`src/rtl/fight_pkg.sv`:
```
// Shared types and constants for the combat stage: attack FSM states,
// key codes and player body geometry.
package fight_pkg;

   typedef enum logic [1:0] {
      ATK_IDLE    = 2'd0,
      ATK_WINDUP  = 2'd1,
      ATK_ACTIVE  = 2'd2,
      ATK_RECOVER = 2'd3
   } atk_state_t;

   localparam logic [7:0]  P1_ATK_KEY   = 8'h09;
   localparam logic [7:0]  P2_ATK_KEY   = 8'h12;
   localparam logic [7:0]  P1_GUARD_KEY = 8'h16;
   localparam logic [7:0]  P2_GUARD_KEY = 8'h0E;

   localparam logic [10:0] P1_W     = 11'd120;
   localparam logic [10:0] P2_W     = 11'd105;
   localparam logic [10:0] PLAYER_H = 11'd180;

   function automatic logic key_down(input logic [7:0] k0, input logic [7:0] k1,
                                     input logic [7:0] k2, input logic [7:0] k3,
                                     input logic [7:0] key);
      return (k0 == key) || (k1 == key) || (k2 == key) || (k3 == key);
   endfunction

   // Half-open interval intersection: [a_lo,a_hi) vs [b_lo,b_hi).
   function automatic logic span_overlap(input logic [10:0] a_lo, input logic [10:0] a_hi,
                                         input logic [10:0] b_lo, input logic [10:0] b_hi);
      return (a_lo < b_hi) && (b_lo < a_hi);
   endfunction

endpackage

```
`src/rtl/attack_fsm.sv`:
```
// Per-player attack sequencer: key edge detect, WINDUP/ACTIVE/RECOVER timing
// and the one-hit-per-attack flag.
module attack_fsm
   import fight_pkg::*;
#(
   parameter int WINDUP_FRAMES  = 6,
   parameter int ACTIVE_FRAMES  = 4,
   parameter int RECOVER_FRAMES = 10
) (
   input  logic       frame_clk,
   input  logic       Reset,
   input  logic       i_key,
   input  logic       i_interrupt,
   input  logic       i_freeze,
   input  logic       i_hit_landed,
   output atk_state_t o_state,
   output logic       o_active_unhit
);

   atk_state_t r_state;
   logic [7:0] r_count;
   logic       r_hit_done;
   logic       r_key_q;
   logic       r_key_prev;
   logic       w_key_edge;

   // Edge comes from registered samples, giving one frame of start latency.
   assign w_key_edge     = r_key_q & ~r_key_prev;
   assign o_state        = r_state;
   assign o_active_unhit = (r_state == ATK_ACTIVE) && !r_hit_done;

   always_ff @(posedge frame_clk or posedge Reset) begin
      if (Reset) begin
         r_state    <= ATK_IDLE;
         r_count    <= 8'd0;
         r_hit_done <= 1'b0;
         r_key_q    <= 1'b0;
         r_key_prev <= 1'b0;
      end else begin
         r_key_q    <= i_key;
         r_key_prev <= r_key_q;
         if (i_hit_landed)
            r_hit_done <= 1'b1;
         if (i_freeze) begin
            r_state <= ATK_IDLE;
            r_count <= 8'd0;
         end else begin
            case (r_state)
               ATK_IDLE: if (w_key_edge) begin
                  r_state    <= ATK_WINDUP;
                  r_count    <= 8'(WINDUP_FRAMES - 1);
                  r_hit_done <= 1'b0;
               end
               ATK_WINDUP: if (i_interrupt) begin
                  r_state <= ATK_IDLE;
                  r_count <= 8'd0;
               end else if (r_count == 8'd0) begin
                  r_state <= ATK_ACTIVE;
                  r_count <= 8'(ACTIVE_FRAMES - 1);
               end else begin
                  r_count <= r_count - 8'd1;
               end
               ATK_ACTIVE: if (r_count == 8'd0) begin
                  r_state <= ATK_RECOVER;
                  r_count <= 8'(RECOVER_FRAMES - 1);
               end else begin
                  r_count <= r_count - 8'd1;
               end
               default: if (r_count == 8'd0) begin
                  r_state <= ATK_IDLE;
               end else begin
                  r_count <= r_count - 8'd1;
               end
            endcase
         end
      end
   end

endmodule

```
`src/rtl/fight_resolver.sv`:
```
// Combat resolver: hitbox tests, health, KO and winner for two players.
// Optional guarding (reduced damage, no interrupt) enabled by FIGHT_BLOCK_EN.
module fight_resolver
   import fight_pkg::*;
#(
   parameter logic [7:0] START_HEALTH   = 8'd100,
   parameter logic [7:0] DAMAGE         = 8'd10,
   parameter int         WINDUP_FRAMES  = 6,
   parameter int         ACTIVE_FRAMES  = 4,
   parameter int         RECOVER_FRAMES = 10,
   parameter int         REACH          = 30
) (
   input  logic       frame_clk,
   input  logic       Reset,
   input  logic [7:0] keycode_0,
   input  logic [7:0] keycode_1,
   input  logic [7:0] keycode_2,
   input  logic [7:0] keycode_3,
   input  logic [9:0] Player1X,
   input  logic [9:0] Player1Y,
   input  logic [9:0] Player2X,
   input  logic [9:0] Player2Y,
   output logic [7:0] P1Health,
   output logic [7:0] P2Health,
   output logic [1:0] P1AtkState,
   output logic [1:0] P2AtkState,
   output logic       P1Hit,
   output logic       P2Hit,
   output logic       KO,
   output logic [1:0] Winner
);

   localparam logic [10:0] W_REACH = 11'(REACH);

   logic [7:0] r_p1_health, r_p2_health;
   logic       r_p1_hit, r_p2_hit, r_ko;
   logic [1:0] r_winner;

   atk_state_t w_p1_state, w_p2_state;
   logic       w_p1_active_unhit, w_p2_active_unhit;
   logic       w_p1_key, w_p2_key, w_p1_guarded, w_p2_guarded;
   logic       w_p1_strikes, w_p2_strikes, w_freeze, w_ko_now;
   logic [10:0] w_p1_x, w_p1_y, w_p2_x, w_p2_y;
   logic [10:0] w_p1_hb_lo, w_p1_hb_hi, w_p2_hb_lo, w_p2_hb_hi;
   logic [7:0] w_dmg_to_p1, w_dmg_to_p2, w_p1_health_next, w_p2_health_next;
   logic       w_y_overlap;

   assign w_p1_x = {1'b0, Player1X};
   assign w_p1_y = {1'b0, Player1Y};
   assign w_p2_x = {1'b0, Player2X};
   assign w_p2_y = {1'b0, Player2Y};

   assign w_p1_key = key_down(keycode_0, keycode_1, keycode_2, keycode_3, P1_ATK_KEY);
   assign w_p2_key = key_down(keycode_0, keycode_1, keycode_2, keycode_3, P2_ATK_KEY);

`ifdef FIGHT_BLOCK_EN
   assign w_p1_guarded = (w_p1_state == ATK_IDLE) &&
                         key_down(keycode_0, keycode_1, keycode_2, keycode_3, P1_GUARD_KEY);
   assign w_p2_guarded = (w_p2_state == ATK_IDLE) &&
                         key_down(keycode_0, keycode_1, keycode_2, keycode_3, P2_GUARD_KEY);
`else
   assign w_p1_guarded = 1'b0;
   assign w_p2_guarded = 1'b0;
`endif

   // Ties in X face right; the left hitbox clamps at column 0.
   assign w_p1_hb_lo = (w_p1_x <= w_p2_x) ? w_p1_x + P1_W
                     : ((w_p1_x >= W_REACH) ? w_p1_x - W_REACH : 11'd0);
   assign w_p1_hb_hi = (w_p1_x <= w_p2_x) ? w_p1_x + P1_W + W_REACH : w_p1_x;
   assign w_p2_hb_lo = (w_p2_x <= w_p1_x) ? w_p2_x + P2_W
                     : ((w_p2_x >= W_REACH) ? w_p2_x - W_REACH : 11'd0);
   assign w_p2_hb_hi = (w_p2_x <= w_p1_x) ? w_p2_x + P2_W + W_REACH : w_p2_x;

   assign w_y_overlap = span_overlap(w_p1_y, w_p1_y + PLAYER_H, w_p2_y, w_p2_y + PLAYER_H);

   assign w_p1_strikes = w_p1_active_unhit && !r_ko && w_y_overlap &&
                         span_overlap(w_p1_hb_lo, w_p1_hb_hi, w_p2_x, w_p2_x + P2_W);
   assign w_p2_strikes = w_p2_active_unhit && !r_ko && w_y_overlap &&
                         span_overlap(w_p2_hb_lo, w_p2_hb_hi, w_p1_x, w_p1_x + P1_W);

   assign w_dmg_to_p1 = w_p1_guarded ? (DAMAGE >> 2) : DAMAGE;
   assign w_dmg_to_p2 = w_p2_guarded ? (DAMAGE >> 2) : DAMAGE;

   assign w_p1_health_next = !w_p2_strikes ? r_p1_health
                           : ((r_p1_health > w_dmg_to_p1) ? r_p1_health - w_dmg_to_p1 : 8'd0);
   assign w_p2_health_next = !w_p1_strikes ? r_p2_health
                           : ((r_p2_health > w_dmg_to_p2) ? r_p2_health - w_dmg_to_p2 : 8'd0);

   // Freezing on the KO edge itself sends both FSMs to IDLE with the KO flag.
   assign w_ko_now = !r_ko && ((w_p1_health_next == 8'd0) || (w_p2_health_next == 8'd0));
   assign w_freeze = r_ko || w_ko_now;

   attack_fsm #(
      .WINDUP_FRAMES (WINDUP_FRAMES),
      .ACTIVE_FRAMES (ACTIVE_FRAMES),
      .RECOVER_FRAMES(RECOVER_FRAMES)
   ) u_p1_fsm (
      .frame_clk     (frame_clk),
      .Reset         (Reset),
      .i_key         (w_p1_key),
      .i_interrupt   (w_p2_strikes && !w_p1_guarded),
      .i_freeze      (w_freeze),
      .i_hit_landed  (w_p1_strikes),
      .o_state       (w_p1_state),
      .o_active_unhit(w_p1_active_unhit)
   );

   attack_fsm #(
      .WINDUP_FRAMES (WINDUP_FRAMES),
      .ACTIVE_FRAMES (ACTIVE_FRAMES),
      .RECOVER_FRAMES(RECOVER_FRAMES)
   ) u_p2_fsm (
      .frame_clk     (frame_clk),
      .Reset         (Reset),
      .i_key         (w_p2_key),
      .i_interrupt   (w_p1_strikes && !w_p2_guarded),
      .i_freeze      (w_freeze),
      .i_hit_landed  (w_p2_strikes),
      .o_state       (w_p2_state),
      .o_active_unhit(w_p2_active_unhit)
   );

   always_ff @(posedge frame_clk or posedge Reset) begin
      if (Reset) begin
         r_p1_health <= START_HEALTH;
         r_p2_health <= START_HEALTH;
         r_p1_hit    <= 1'b0;
         r_p2_hit    <= 1'b0;
         r_ko        <= 1'b0;
         r_winner    <= 2'd0;
      end else begin
         r_p1_health <= w_p1_health_next;
         r_p2_health <= w_p2_health_next;
         r_p1_hit    <= w_p2_strikes;
         r_p2_hit    <= w_p1_strikes;
         if (w_ko_now) begin
            r_ko     <= 1'b1;
            r_winner <= {w_p1_health_next == 8'd0, w_p2_health_next == 8'd0};
         end
      end
   end

   assign P1Health   = r_p1_health;
   assign P2Health   = r_p2_health;
   assign P1AtkState = w_p1_state;
   assign P2AtkState = w_p2_state;
   assign P1Hit      = r_p1_hit;
   assign P2Hit      = r_p2_hit;
   assign KO         = r_ko;
   assign Winner     = r_winner;

endmodule

```
`config.mk`:
```
export PLATFORM = sky130hd
export DESIGN_NAME = fight_resolver
export DESIGN_NICKNAME = d
export VERILOG_FILES = /design/src/rtl/fight_pkg.sv /design/src/rtl/attack_fsm.sv /design/src/rtl/fight_resolver.sv
export SDC_FILE = /design/constraint.sdc
export NUM_CORES = 1
export LEC_CHECK = 0
export ABC_AREA = 0
export CAP_MARGIN = 20
export CORE_UTILIZATION = 35
export DETAILED_ROUTE_END_ITERATION = 8
export PLACE_DENSITY = 0.66
export RECOVER_POWER = 25
export SETUP_SLACK_MARGIN = 0.2
export SLEW_MARGIN = 20
export SYNTH_ARGS = -nofsm -noshare
export SYNTH_HDL_FRONTEND = slang
export SYNTH_SLANG_ARGS = --single-unit
```
`constraint.sdc`:
```
create_clock -name frame_clk -period 8.3 [get_ports frame_clk]
set_clock_uncertainty 0.1 [all_clocks]
set_input_delay 1.66 -clock frame_clk [delete_from_list [all_inputs] [get_ports frame_clk]]
set_output_delay 1.66 -clock frame_clk [all_outputs]
set_load 0.01 [all_outputs]
```
Word level (Yosys, flattened, before mapping)
Cells that the tools add are included.
{ "word_totals": {"register_bits": 47, "in_bits": 74, "out_inout_bits": 25, "word_cells": 145} }
{ "op_classes": {"n_addsub": 12, "order_cmp": 12, "eq_ne": 20, "n_mux": 46, "n_bitwise": 4, "n_reduce_logical": 35} }
{ "op_table": {"columns": ["op", "n"], "rows": [
  ["2-to-1 mux 8 bit", 16],
  ["2-to-1 mux 11 bit", 6],
  ["one-hot mux 8 bit (3 select lines)", 2],
  ["less-than comparator 10 x 11 -> 1 bit", 4],
  ["== test 8 x 4 -> 1 bit (second input constant)", 4],
  ["== test 8 x 5 -> 1 bit (second input constant)", 4],
  ["zero test 8 bit", 4],
  ["2-to-1 mux 2 bit", 12],
  ["adder 10 x 7 -> 11 bit (second input constant)", 2],
  ["adder 10 x 8 -> 11 bit (second input constant)", 2],
  ["adder 11 x 5 -> 11 bit (second input constant)", 2],
  ["less-than comparator 11 bit", 2],
  ["subtractor 10 x 5 -> 11 bit (second input constant)", 2],
  ["greater-or-equal comparator 10 x 5 -> 1 bit (second input constant)", 2],
  ["<= comparator 10 bit", 2],
  ["greater-than comparator 8 x 4 -> 1 bit (second input constant)", 2],
  ["subtractor 8 x 1 -> 8 bit (second input constant)", 2],
  ["subtractor 8 x 4 -> 8 bit (second input constant)", 2],
  ["logical AND 1 bit", 12],
  ["one-hot mux 2 bit (3 select lines)", 2],
  ["logical OR 1 bit", 8],
  ["2-to-1 mux 1 bit", 8],
  ["AND reduction 4 bit", 2],
  ["nonzero test 4 bit", 2],
  ["14 further kinds", 23]
]} }

Longest topological paths before layout
Gate-level depths: netlist (run 1).
{ "logic_depth": {"ltp_word": 13, "mapped_depth": 25} }

Modules after synthesis
Synthesis (run 1) repeated with hierarchy kept, for this count alone.
{ "hier_totals": {"cells_unflattened": 795, "area_unflattened_um2": 6321.1} }
{ "by_module_without_submodules": {"columns": ["mod", "instances", "cells_each", "area_per_inst_um2", "seq_area_each_um2"], "rows": [
  ["fight_resolver", 1, 617, 4667.0, 533.0],
  ["attack_fsm", 2, 89, 827.0, 325.3]
]} }

Worst setup path before layout (run 1)
OpenSTA, ideal clock, no wires.
{ "synth_timing": {"path_type": "input-to-reg", "start": "input port Player1X[8]", "end": "register u_p2_fsm.r_hit_done", "setup_ps": 126, "arrival_time_ps": 6703, "slack_ps": 1371, "path_stages": 23, "path_buffers": 4, "cell_sequence": "buf_2 inv_1 ha_1 and2_1 a221oi_1 o211ai_1 and2_1 buf_2 buf_1 nor2_1 xnor2_1 ha_1 a21o_1 a21o_1 or4_1 o311a_1 o311a_1 or4_1 buf_2 o21a_1 o22ai_2 o311ai_4 o32a_1"} }
{ "synth_via": {"elab_chain_len": 12} }
{ "synth_lines": {"columns": ["item", "line_no", "rtl"], "rows": [
  ["start, declared", "fight_resolver.sv:19", "input logic [9:0] Player1X,"],
  ["adder 10 x 7 -> 11 bit, or another cell as far along", "fight_resolver.sv:67, fight_resolver.sv:69, fight_resolver.sv:79", null],
  ["adder 11 x 5 -> 11 bit / 2-to-1 mux 11 bit (equally long branches)", "fight_resolver.sv:69, fight_resolver.sv:68", null],
  ["2-to-1 mux 11 bit, on equally long branches", "fight_resolver.sv:69, fight_resolver.sv:67", null],
  ["less-than comparator 10 x 11 -> 1 bit / less-than comparator 11 bit (equally long branches)", "fight_pkg.sv:30", "return (a_lo < b_hi) && (b_lo < a_hi);"],
  ["logical AND 1 bit", "fight_pkg.sv:30", null],
  ["logical AND 1 bit", "fight_resolver.sv:76", "assign w_p1_strikes = w_p1_active_unhit && !r_ko && w_y_overlap &&"],
  ["2-to-1 mux 8 bit", "fight_resolver.sv:86", "assign w_p2_health_next = !w_p1_strikes ? r_p2_health"],
  ["zero test 8 bit", "fight_resolver.sv:90", "assign w_ko_now = !r_ko && ((w_p1_health_next == 8'd0) || (w_p2_health_next == 8'd0));"],
  ["logical OR 1 bit", "fight_resolver.sv:90", null],
  ["logical AND 1 bit", "fight_resolver.sv:90", null],
  ["logical OR 1 bit", "fight_resolver.sv:91", "assign w_freeze = r_ko || w_ko_now;"],
  ["2-to-1 mux 1 bit (*)", "attack_fsm.sv:44", "if (i_freeze) begin"],
  ["end signal, assigned", "attack_fsm.sv:36", "r_hit_done <= 1'b0;"],
  ["end signal, assigned", "attack_fsm.sv:43", "r_hit_done <= 1'b1;"],
  ["end signal, assigned", "attack_fsm.sv:52", "r_hit_done <= 1'b0;"],
  ["end, declared", "attack_fsm.sv:22", "logic r_hit_done;"]
]} }
Every way passes the cells marked *; elsewhere a longest branch is shown, timed or not.
A chain may end at the register's enable or synchronous reset.

Worst setup path after layout (run 1)
{ "layout_timing": {"start": "input port Player1X[9]", "end": "register u_p2_fsm.r_hit_done"} }
Same word-level chain as after synthesis.

==> run metrics, run 1 <==
pre-CTS WS roughly 0.44 ns; adder-cell share of the synthesized area 0.168; clock power share 0.257; hold_buf cts 0; worst skew pair latency about 0.28 ns; Post-synth EDFFs 0; Switching Power roughly 260 uW; Final nets between 1k and 1.5k; fmax roughly 0.13 GHz; initial antenna violation count 0; final setup vio count 0; most frequent cells in the layout clkdlybuf4s50_1 (96), ha_1 (82), nand2_1 (73), a21oi_1 (61), o21ai_0 (55); hold_sp u_p1_fsm.r_key_q; Die ar. about 18000 um2; Worst-path clk slew 0.07 ns; CP cell instances clkdlybuf4s50_1, inv_1, ha_1, and2_1, a221oi_1, o211ai_1, and2_1, nor2_1, xnor2_1, ha_1, a21oi_1, o21ai_0, or4_1, o311a_1, o311a_1, or4_1, and4_1, o22ai_2, o311ai_4, buf_12, o32a_1; Final Cell Area 7570 um2; post-synthesis async set-or-reset flop share 1.00; Seq cells post-synth between 40 and 50; switching share of power 0.348; ratio of cells with drive above 1 in the final layout 0.0856; clock root buffer clkbuf_16; total number of vias around 6.1k; leakage 0.00314 uW; CP bufs+invs 3; post-cts sizing count 0; post-synth top area cell dfrtp_1; failing checks max-capacitance violations, max-slew violations; family with the most delay on the worst path simple AND/OR/NAND/NOR gates; sequential group share of total power 0.304; YS warnings 0; Mapped Cells roughly 770; Peak VDD IR 0.0706 mV; Rel. slew slack -0.363; Distinct cells, synth 85; Layout Utilization 0.450; post-route ant nets 0; DR WL/cell 15.5 um; Cell Area, Placed 7430 um2; post-synthesis area per instance between 7 and 8 um2; post-synth top area share 0.168; largest buffer count on any clock path 2; HPWL Detailed 13600 um; area of the core 16800 um2; DR pass1 iterations 5; fillers approximately 1.7k; Worst EP required roughly 8.4 ns; Total GRT Usage 0.191; Worst Tran Pin Value roughly 2.0 ns; largest family of logic cells by synthesized area simple AND/OR/NAND/NOR gates; Die Ht about 130 um; Final Hold Vio Count 0; post-synthesis mux area share 0.0113; sequential fraction of the synthesis area 0.194; Crit Reg-Reg Startpoint u_p1_fsm.o_state[0]; clk sinks between 40 and 50; CP peak stage delay about 0.7 ns; Simple-Gate Fraction of Synth Area 0.249; post-layout min period 7.61 ns; Critical Path Start Player1X[9]; RSZ-0062 raised after global routing false; Synth area leaders dfrtp_1 (17%), ha_1 (17%), a21oi_1 (5.0%); GPL Wtd Cong slightly above 0.9; first-pass GRT wire length ~28000 um; Hold/Removal Path Class flop to flop; Max-Cap Viols 1; Worst Path Arrival 7.68 ns; commonest non-fill, non-tap cell in the layout clkdlybuf4s50_1; Buffers on Ports 98; Synth Area in XOR/XNOR 0.0801; vias per inst about 5.6; setup TNS 0 ns; # DRC 0; postcts setup bufs 0; Initial Util 0.363; Layout area overhead 24.0%; CP Launch Type primary input; Crit-path slowest cell or4_1; Comb pwr share 0.439; Die W ~130 um; Setup CP Type primary input to flop; io pins between 90 and 100; Pwr Density ~100 nW/um2; status finished with violations; Antenna diodes 0; 1st-iter DRT viols roughly 390; R2R Setup Slk 4.72 ns; CTS H-tree depth 2; WL final between 15000 and 20000 um; Setup WS post-layout just under 0.7 ns; most used flip-flop cell after synthesis dfrtp_1; CTS tree built; endpoint class of the critical path flop; post-synthesis net count 930; pin count of the biggest net entering global routing 48; final slew viol count 48; fin crit share 0.917; global route total overflow 0; internal power 493 uW; Hold WS about 0.29 ns; vias in the first global route approximately 5.7k; worst-path fanout max 23; post-synthesis compound-gate area fraction 0.247; FP Rows 47; Mapped Area ~6000 um2; Num CTS Buffers 5
## through the flow
step                      cells  power [uW]
after floorplan             774         448
after global placement     1088         559
after detailed placement   1088         560
after CTS                  1096         756
after global routing       1096         811
final                      1096         756
## power by group through the flow
stage	logic, uW	clock network (uW)	registers (uW)
after global routing	374	208	229
final	332	194	230
after detailed placement	326	0	234
after floorplan	214	0	234
after global placement	326	0	234
after CTS	328	198	230
## synthesized netlist by cell type (all sizes together) (7+ instances only)
library cell,instances
nand3,21
clkbuf,17
o211ai,9
ha,82
a31oi,10
or3,13
a21oi,63
xnor2,35
nand2,73
or4,7
nand2b,11
a311oi,7
nor4bb,8
dfrtp,41
a21o,11
and3,7
nor2b,10
nand4,12
o21ai,60
a21boi,7
inv,38
nor3,35
nor4,12
buf,17
nor2,52
xor2,20
## worst register-to-register path, cell delays in order (launching register included)
cell and delay (ns):
dfrtp_1 0.51, nor4b_1 0.43, and3_1 0.21, nand4_1 0.14
nor2_2 0.64, a21boi_0 0.27, or4_4 0.56, o311ai_4 0.26
buf_12 0.22, o32a_1 0.18
## logic make-up (layout without fill, tap and decap cells)
group / Yosys count / after routing
and+or+nand+nor: 287 / 287
AOI/OAI and AO/OA: 225 / 225
adders and majority gates: 82 / 82
buffers and inverters: 72 / 174
xor gates and xnor gates: 55 / 55
DFF: 47 / 47
muxes: 6 / 6
## registers in the layout (all words and copies together) (netlist names)
signal	count
u_p1_fsm.r_key_q	1
P2Hit	1
u_p1_fsm.o_state	2
u_p1_fsm.r_hit_done	1
u_p2_fsm.r_count	8
u_p2_fsm.r_key_prev	1
u_p2_fsm.o_state	2
P1Hit	1
KO	1
u_p2_fsm.r_hit_done	1
P2Health	8
u_p1_fsm.r_key_prev	1
P1Health	8
u_p1_fsm.r_count	8
u_p2_fsm.r_key_q	1
Winner	2
## cell type report
type	count	area, um2	share of cell area
flip-flops and latches	47	1180	0.156
clock inverters	2	12.5	0.00165
repair buffers	128	1220	0.161
clock buffers	6	129	0.0170
inverters	38	144	0.0190
well taps	220	275	0.0364
multi-input cells	655	4610	0.609
## routing by layer
layer | routed length, um | GRT usage | up-vias
li1 | - | - | 3084
met1 | 8250 | 0.274 | 2819
met2 | 7670 | 0.315 | 209
met3 | 873 | 0.0174 | 21
met4 | 187 | 0.0318 | 0
met5 | 0 | 0 | -
## path summary, 6_finish.rpt
kind / end / cells after the start
min in group asynchronous: P2Health[7] / 2
worst max register to register: u_p2_fsm.r_hit_done / 9
worst max-delay path: u_p2_fsm.r_hit_done / 21
worst min-delay path: u_p1_fsm.r_key_prev / 0
max in group asynchronous: u_p1_fsm.r_count[2] / 2
worst min register to register: u_p1_fsm.r_key_prev / 0
(Power assumes the default switching activity.)
==> inputs of run 2 (changes only) <==
--- a/config.mk
+++ b/config.mk
@@ -7,6 +7,7 @@
 export LEC_CHECK = 0
 export ABC_AREA = 0
 export CAP_MARGIN = 20
+export CORE_ASPECT_RATIO = 0.9
 export CORE_UTILIZATION = 35
 export DETAILED_ROUTE_END_ITERATION = 8
 export PLACE_DENSITY = 0.66
==> run metrics, run 2 (synthesis results as in run 1) <==
status finished with violations (unchanged); failing checks max-capacitance violations, max-slew violations (unchanged); Worst Path Arrival 7.67 ns (was 7.68 ns); Pwr Density 102 nW/um2 (was 99.8 nW/um2); CP peak stage delay 0.66 ns (was 0.69 ns); Hold/Removal Path Class flop to flop (unchanged); DR WL/cell 15.6 um (was 15.5 um); Rel. slew slack -0.344 (was -0.363); io pins 99 (unchanged); Initial Util 0.360 (was 0.363); CTS H-tree depth 2 (unchanged); CP cell instances clkdlybuf4s50_1, inv_1, ha_1, and2_1, a221oi_1, o211ai_1, and2_1, buf_4, nor2_1, xnor2_1, ha_1, a21oi_1, o21ai_0, or4_1, o311a_1, o311a_1, or4_4, and4_1, o22ai_2, o311ai_4, buf_12, o32a_1 (was clkdlybuf4s50_1, inv_1, ha_1, and2_1, a221oi_1, o211ai_1, and2_1, nor2_1, xnor2_1, ha_1, a21oi_1, o21ai_0, or4_1, o311a_1, o311a_1, or4_1, and4_1, o22ai_2, o311ai_4, buf_12, o32a_1); WL final 17300 um (was 17000 um); Max-Cap Viols 1 (unchanged); Worst Tran Pin Value 2.01 ns (was 2.03 ns); largest buffer count on any clock path 2 (unchanged); worst-path fanout max 23 (unchanged); leakage 0.00314 uW (about the same); first-pass GRT wire length 28500 um (was 28400 um); Total GRT Usage 0.194 (was 0.191); Peak VDD IR 0.0733 mV (was 0.0706 mV); Layout area overhead 24.3% (was 24.0%); Crit Reg-Reg Startpoint u_p1_fsm.o_state[0] (unchanged); R2R Setup Slk 4.84 ns (was 4.72 ns); CP bufs+invs 4 (was 3); Die W 141 um (was 134 um); fin crit share 0.915 (was 0.917); Cell Count, Final, Fillers Out 1108 (was 1096); pin count of the biggest net entering global routing 48 (unchanged); commonest non-fill, non-tap cell in the layout clkdlybuf4s50_1 (unchanged); total number of vias 6182 (was 6133); initial antenna violation count 0 (unchanged); post-layout min period 7.60 ns (was 7.61 ns); Antenna diodes 0 (unchanged); endpoint class of the critical path flop (unchanged); DR pass1 iterations 6 (was 5); r2r endpoint u_p2_fsm.r_hit_done (unchanged); family with the most delay on the worst path simple AND/OR/NAND/NOR gates (unchanged); Final Cell Area 7590 um2 (was 7570 um2); Die ar. 18000 um2 (about the same); clock root buffer clkbuf_16 (unchanged); area of the core 16900 um2 (was 16800 um2); vias in the first global route 5637 (was 5707); WHS Endpoint u_p1_fsm.r_key_prev (unchanged); FP Rows 45 (was 47); Worst-path clk slew 0.06 ns (was 0.07 ns); RSZ-0062 raised after global routing false (unchanged); vias per inst 5.58 (was 5.60); hold_buf cts 0 (unchanged); setup TNS 0 ns (unchanged); CP Launch Type primary input (unchanged); Layout Utilization 0.448 (was 0.450); fmax 0.132 GHz (was 0.131 GHz); Crit-path slowest cell or4_4 (was or4_1); Worst EP required 8.37 ns (was 8.36 ns); GPL Wtd Cong 0.902 (was 0.915); # DRC 0 (unchanged); final slew viol count 48 (unchanged); worst-case reg-to-reg path depth 9 (unchanged); hold_sp u_p1_fsm.r_key_q (unchanged); Setup CP Type primary input to flop (unchanged); placed cells 1100 (was 1088); clk sinks 47 (unchanged); final setup vio count 0 (unchanged); Final Hold Vio Count 0 (unchanged); Hold Path Depth 0 (unchanged); Buffers on Ports 98 (unchanged); Num CTS Buffers 5 (unchanged); Cell Area, Placed 7420 um2 (was 7430 um2); ratio of cells with drive above 1 in the final layout 0.0848 (was 0.0856); 1st-iter DRT viols 577 (was 392); Die Ht 127 um (was 134 um); most frequent cells in the layout clkdlybuf4s50_1 (97), ha_1 (82), nand2_1 (73), a21oi_1 (61), o21ai_0 (55) (was clkdlybuf4s50_1 (96), ha_1 (82), nand2_1 (73), a21oi_1 (61), o21ai_0 (55)); pre-CTS WS 0.262 ns (was 0.441 ns); HPWL Detailed 13800 um (was 13600 um); worst skew pair latency 0.28 ns (about the same); post-route ant nets 0 (unchanged); Final nets 1028 (was 1031); global route total overflow 0 (unchanged); Setup WS post-layout 0.702 ns (was 0.686 ns); CTS tree built (unchanged)
run 2: cell type report:
cell class                      instances  area, um2
Inverter                               38        144
Tap cell                              235        294
Timing Repair Buffer                  125       1200
Clock buffer                            7        153
Fill cell                            1675       9360
Multi-Input combinational cell        655       4610
Sequential cell                        47       1180
Clock inverter                          1       7.51
run 2: metrics by stage:
step	hold WS [ns]	total power, uW
2_1_floorplan	0.255	448
3_3_place_gp	0.264	558
3_5_place_dp	0.271	561
4_1_cts	0.285	776
5_1_grt	0.307	828
6_report	0.286	774
run 2: per-layer routing:
| layer | track usage | up-vias | wire (um) |
|---|---|---|---|
| met3 | 0.0247 | 21 | 1110 |
| met5 | 0 | - | 0 |
| li1 | - | 3077 | - |
| met1 | 0.296 | 2850 | 8590 |
| met2 | 0.290 | 234 | 7360 |
| met4 | 0.0377 | 0 | 187 |
run 2: worst reg2reg max path, cell delays in order (launching register included):
cell and delay, ns:
dfrtp_1 0.50, nor4b_1 0.52, and3_1 0.23, nand4_1 0.13, nor2_2 0.47, a21oi_1 0.20
or4_4 0.60, o311ai_4 0.27, buf_12 0.21, o32a_1 0.17
run 2: where the power goes:
part | leakage [uW] | internal (uW) | total (uW) | switching [uW]
clock network | 0.0000761 | 128 | 211 | 83.1
registers | 0.000609 | 229 | 230 | 0.0942
logic | 0.00245 | 151 | 333 | 182
total | 0.00314 | 508 | 774 | 265
run 2: how the worst max path moves through the flow:
stage                start                  end  slack, ns  cells past startpoint
2_1_floorplan  Player1X[8]  u_p2_fsm.r_hit_done       1.37                     23
3_3_place_gp   Player1X[9]  u_p2_fsm.r_hit_done       0.39                     22
3_5_place_dp   Player1X[9]  u_p2_fsm.r_hit_done       0.26                     22
4_1_cts        Player1X[9]  u_p2_fsm.r_hit_done       0.54                     22
5_1_grt        Player1X[9]  u_p2_fsm.r_hit_done       0.42                     22
6_report       Player1X[9]  u_p2_fsm.r_hit_done       0.70                     22
run 2: timing repair:
action	CTS	global route
endpoints found under the setup margin	0	1
resized for setup	0	1
buffers inserted	0	0
